## src/rtl/modulo_adder_pkg.sv

```systemverilog
// Shared arithmetic helpers for small datapath leaves: ceiling log2 and an
// exact modular reduction usable at elaboration time or in combinational logic.
package modulo_adder_pkg;

   localparam int MAX_WIDTH = 32;

   function automatic int clog2(input longint unsigned v);
      int             r;
      longint unsigned p;
      r = 0;
      p = 64'd1;
      while (p < v) begin
         p = p << 1;
         r = r + 1;
      end
      return r;
   endfunction

   // A modulus of zero means "no reduction"; otherwise a true remainder, exact
   // for any sum (not limited to sum < 2*modulus).
   function automatic logic [63:0] mod_reduce(input logic [63:0] sum,
                                              input logic [63:0] modulus);
      if (modulus == 64'd0) begin
         return sum;
      end
      return sum % modulus;
   endfunction

endpackage

```

## src/rtl/modulo_adder_if.sv

```systemverilog
// Operand/result bundle for modulo_adder. in_valid qualifies a/b for one edge;
// there is no ready: every valid pair is accepted, out_valid qualifies y.
interface modulo_adder_if #(
   parameter int WIDTH = 2
) ();

   logic             in_valid;
   logic [WIDTH-1:0] a;
   logic [WIDTH-1:0] b;
   logic [WIDTH:0]   y;
   logic             out_valid;

   modport master (
      output in_valid,
      output a,
      output b,
      input  y,
      input  out_valid
   );

   modport slave (
      input  in_valid,
      input  a,
      input  b,
      output y,
      output out_valid
   );

endinterface

```

## src/rtl/modulo_adder_mod_reduce.sv

```systemverilog
// Combinational reduction of a (WIDTH+1)-bit sum modulo MODULUS; MODULUS=0
// passes the sum through unchanged.
module modulo_adder_mod_reduce
   import modulo_adder_pkg::*;
#(
   parameter int              WIDTH   = 2,
   parameter longint unsigned MODULUS = 0
) (
   input  logic [WIDTH:0] i_sum,
   output logic [WIDTH:0] o_red
);

   localparam int SW = WIDTH + 1;

   assign o_red = SW'(mod_reduce(64'(i_sum), 64'(MODULUS)));

endmodule

```

## src/rtl/modulo_adder.sv

```systemverilog
// Registered unsigned adder with optional modular reduction; result and
// out_valid appear one clock after an accepted operand pair.
module modulo_adder
   import modulo_adder_pkg::*;
#(
   parameter int              WIDTH   = 2,
   parameter longint unsigned MODULUS = 0
) (
   input  logic          clk,
   input  logic          rst_n,
   modulo_adder_if.slave bus
);

   if ((WIDTH < 1) || (WIDTH > MAX_WIDTH)) begin : g_bad_width
      $fatal(1, "modulo_adder: WIDTH must be in 1..32");
   end

   if (MODULUS > (64'd1 << (WIDTH + 1))) begin : g_bad_modulus
      $fatal(1, "modulo_adder: MODULUS must be 0 or in 1..2^(WIDTH+1)");
   end

   logic [WIDTH:0] w_sum;
   logic [WIDTH:0] w_red;
   logic [WIDTH:0] r_y;
   logic           r_out_valid;

   // Zero-extend before adding so the carry lands in the top bit.
   assign w_sum = {1'b0, bus.a} + {1'b0, bus.b};

   modulo_adder_mod_reduce #(
      .WIDTH   (WIDTH),
      .MODULUS (MODULUS)
   ) u_mod_reduce (
      .i_sum (w_sum),
      .o_red (w_red)
   );

   always_ff @(posedge clk or negedge rst_n) begin
      if (!rst_n) begin
         r_y         <= '0;
         r_out_valid <= 1'b0;
      end else begin
         r_out_valid <= bus.in_valid;
         if (bus.in_valid) begin
            r_y <= w_red;
         end
      end
   end

   assign bus.y         = r_y;
   assign bus.out_valid = r_out_valid;

endmodule

```

## src/flat_wrapper.sv

```systemverilog
// flat-port wrapper written by rule: the top's interface ports become plain ports
module modulo_adder_flat import modulo_adder_pkg::*;
#(
   parameter int              WIDTH   = 2,
   parameter longint unsigned MODULUS = 0
)
  (clk, rst_n, bus_in_valid, bus_a, bus_b, bus_y, bus_out_valid);
  modulo_adder_if #(.WIDTH(WIDTH)) bus_i ();
  input  logic clk;
  input  logic rst_n;
  input wire logic [$bits(bus_i.in_valid)-1:0] bus_in_valid;
  input wire logic [$bits(bus_i.a)-1:0] bus_a;
  input wire logic [$bits(bus_i.b)-1:0] bus_b;
  output wire logic [$bits(bus_i.y)-1:0] bus_y;
  output wire logic [$bits(bus_i.out_valid)-1:0] bus_out_valid;
  assign bus_i.in_valid = bus_in_valid;
  assign bus_i.a = bus_a;
  assign bus_i.b = bus_b;
  assign bus_y = bus_i.y;
  assign bus_out_valid = bus_i.out_valid;
  modulo_adder #(.WIDTH(WIDTH), .MODULUS(MODULUS)) u_core (.clk(clk), .rst_n(rst_n), .bus(bus_i));
endmodule
```

## config.mk

```make
export PLATFORM = sky130hd
export DESIGN_NAME = modulo_adder_flat
export DESIGN_NICKNAME = d
export VERILOG_FILES = /design/src/rtl/modulo_adder_pkg.sv /design/src/rtl/modulo_adder_if.sv /design/src/rtl/modulo_adder_mod_reduce.sv /design/src/rtl/modulo_adder.sv /design/src/flat_wrapper.sv
export SDC_FILE = /design/constraint.sdc
export NUM_CORES = 1
export LEC_CHECK = 0
export ABC_CLOCK_PERIOD_IN_PS = 1370
export BUFFER_PORTS_ARGS = -buffer_cell sky130_fd_sc_hd__buf_2
export CAP_MARGIN = 25
export CORE_AREA = 2 2 39 41
export CTS_CLUSTER_SIZE = 8
export DETAILED_ROUTE_END_ITERATION = 6
export DIE_AREA = 0 0 41 43
export HOLD_SLACK_MARGIN = 0.03
export PLACE_DENSITY_LB_ADDON = 0.2
export SKIP_CTS_REPAIR_TIMING = 1
export SLEW_MARGIN = 40
export SYNTH_ARGS = -nofsm -noshare
export SYNTH_HDL_FRONTEND = slang
export SYNTH_HIERARCHICAL = 1
export SYNTH_SLANG_ARGS = --single-unit
```

## constraint.sdc

```tcl
create_clock -name clk -period 1.37 [get_ports clk]
set_clock_uncertainty 0.15 [all_clocks]
set_input_delay 0 -clock clk [delete_from_list [all_inputs] [get_ports clk]]
set_output_delay 0 -clock clk [all_outputs]
set_load 0.03 [all_outputs]
```

==> results.json <==
{
  "status": "finished, final reports clean",
  "yosysTopAreaCell": "sky130_fd_sc_hd__dfrtp_1",
  "crit_chain": "buf_2, ha_1, dlygate4sd3_1, mux2_2",
  "synth_enable_flop_cells": 0,
  "total_power_density_per_cell_area_mw_per_mm2": 1190,
  "worst_pin_slew_ps": 181,
  "min-delay-start": "bus_b[1]",
  "synth.yosys.seq_area_share_pct": 48.2,
  "synth_seq_cells": 4,
  "worst-setup-path-type": "input port to register",
  "filler_cell_count": 155,
  "routed-via-count": 155,
  "cts-root-buf": "sky130_fd_sc_hd__clkbuf_4",
  "asyncSetResetFlopFracSynth_pct": 100,
  "clk-insertion-delay-late_ps": 230,
  "rows": 14,
  "dp_slack_ps": 85.7,
  "cp-start-kind": "input port",
  "finalNetCount": 42,
  "ff_latch_area_um2": 100,
  "yosys.cell_types.count": 6,
  "maximum_number_of_pins_on_one_net_before_global_route_repair": 5,
  "post_synth_most_frequent_cells": "sky130_fd_sc_hd__inv_1 (5), sky130_fd_sc_hd__dfrtp_1 (4), sky130_fd_sc_hd__buf_4 (3), sky130_fd_sc_hd__mux2_2 (3)",
  "worst_setup_hold_path_clk_slew_ps": 30,
  "max-slew-margin-rel_pct": 87.9,
  "post_synth_inst_count": 17,
  "grt_pass1_wl_um": 496,
  "avgSynthCellArea_um2": 12.2,
  "post_dp_cell_area_um2": 255,
  "fin_area_um2": 318,
  "drv.max_cap_violation_count": 0,
  "post-route-util_pct": 23.0,
  "synth_area_um2": 208,
  "layout_cell_share_with_drive_strength_beyond_1_pct": 51.6,
  "place_congestion": 0.564,
  "number_of_slew_limit_violations_in_the_final_report": 0,
  "cp.required_ps": 1330,
  "grt_pass1_vias": 142,
  "synthDominantCellAreaShare_pct": 48.2,
  "detail_route.vias_per_cell": 3.30,
  "worstSetupStartpoint": "bus_a[0]",
  "clock.fmax_mhz": 820,
  "post_synthesis_net_count": 26,
  "multi_input_area_um2": 66.3,
  "rr_startpoint": "u_core/bus.y[0]$_DFFE_PN0P_",
  "flow.area_growth_from_synthesis_pct": 53.0,
  "antenna_found_initial": 0,
  "critical_path.max_fanout": 1,
  "wire_length_after_detailed_routing_um": 328,
  "minimum_clock_period_ps": 1220,
  "final_antenna_net_count": 0,
  "p_total_uw": 378,
  "clock_tree_from_tritoncts": "done",
  "synthFlopType": "sky130_fd_sc_hd__dfrtp_1",
  "clockBufferDepth": 2,
  "grt_setup_unrepaired": "false",
  "fp.coreArea_mm2": 0.00138,
  "postLayoutSetupSlackWorst_ps": 150,
  "synth_warnings": 6,
  "first_pass_iters": 2,
  "fin_crit_sh_pct": 89.0,
  "slowest_cell_on_crit_path": "sky130_fd_sc_hd__dlygate4sd3_1",
  "timing.critical_path.slowest_cell_delay_ps": 550,
  "drc": 0,
  "cp-end-kind": "register",
  "die_x_um": 41,
  "track_usage_pct": 4.74,
  "yosys.cell_count.top_type": "sky130_fd_sc_hd__inv_1",
  "cts-buffers-inserted": 3,
  "synth_top_cells_by_area": "sky130_fd_sc_hd__dfrtp_1 (48%), sky130_fd_sc_hd__mux2_2 (16%), sky130_fd_sc_hd__buf_4 (11%), sky130_fd_sc_hd__fa_1 (9.6%), sky130_fd_sc_hd__inv_1 (9.0%)",
  "htree_levels": 1,
  "buffer_ports.inserted": 10,
  "timing_hold_violations_final": 0,
  "ir_worst_vdd_mv": 0.356,
  "holdCritPathClass": "input port to register",
  "boundaryPins": 11,
  "leakage_power_nw": 0.170,
  "initial_utilization_pct": 15.0,
  "setup_viol": 0,
  "worst-endpoint-arrival_ps": 1180,
  "antenna_cells": 0,
  "timing.setup.tns_ps": 0,
  "globalRoute.totalOverflow": 0,
  "drt-initial-drc-count": 1,
  "routed_length_per_instance_um": 6.98,
  "die_area_mm2": 0.00176,
  "numClockSinks": 4,
  "floorplan.die.height_um": 43
}
==> routing by layer <==
metal	vias to the layer above	track usage (%)	share of wire, %
met4	0	6.00	5.8
li1	75	-	-
met3	2	1.57	4.0
met2	5	7.81	55
met5	-	0	0
met1	73	3.26	35
==> sequential cells by signal, indices dropped and copies added (netlist names) <==
register / count
u_core/bus.out_valid: 1
u_core/bus.y: 3
==> where the power goes <==
part | internal [mW] | switching (mW) | total [mW]
registers | 0.134 | 0.00642 | 0.141
logic | 0.0416 | 0.0539 | 0.0955
clock network | 0.0977 | 0.0437 | 0.141
==> placed cells by master, fill, tap and decap left out <==
| master | count |
|---|---|
| sky130_fd_sc_hd__buf_2 | 10 |
| sky130_fd_sc_hd__clkbuf_4 | 3 |
| sky130_fd_sc_hd__dfrtp_1 | 4 |
| sky130_fd_sc_hd__dlygate4sd3_1 | 4 |
| sky130_fd_sc_hd__fa_1 | 1 |
| sky130_fd_sc_hd__ha_1 | 1 |
| sky130_fd_sc_hd__inv_1 | 5 |
| sky130_fd_sc_hd__mux2_2 | 3 |
==> final timing paths <==
check,to,slack [ps],cells after the start
hold / removal,u_core/bus.y[1]$_DFFE_PN0P_,260,5
setup / recovery,u_core/bus.y[0]$_DFFE_PN0P_,150,4
setup reg to reg,u_core/bus.y[0]$_DFFE_PN0P_,480,1
hold reg to reg,u_core/bus.y[2]$_DFFE_PN0P_,350,1
max in group asynchronous,u_core/bus.y[0]$_DFFE_PN0P_,400,3
min in group asynchronous,u_core/bus.out_valid$_DFF_PN0_,510,3
==> cell families (layout without fill, tap and decap cells) <==
| logic type | after synthesis | count (layout) | synth area share [%] |
|---|---|---|---|
| buf+inv | 8 | 22 | 19.9 |
| flops | 4 | 4 | 48.2 |
| mux | 3 | 3 | 16.3 |
| fa+ha+maj | 2 | 2 | 15.7 |
==> critical path, delay by kind of cell <==
family | cells | cell delay [ps]
multiplexers | 1 | 260
adder cells (fa/ha/maj) | 1 | 270
buffers and inverters | 2 | 650
==> through the flow <==
stage	hold WS [ps]	instances
floorplan	-446	17
global placement	-345	40
detailed placement	-340	40
CTS	-591	43
global route	319	47
finish	259	47
==> final cells by class <==
| cell class | count | area share (%) |
|---|---|---|
| clock buffer | 3 | 7.09 |
| tap | 16 | 6.30 |
| inverter | 5 | 5.91 |
| timing repair buffer | 14 | 28.3 |
| multi-input combinational | 5 | 20.9 |
| sequential | 4 | 31.5 |
No activity file was read; power rests on OpenSTA's default activity.
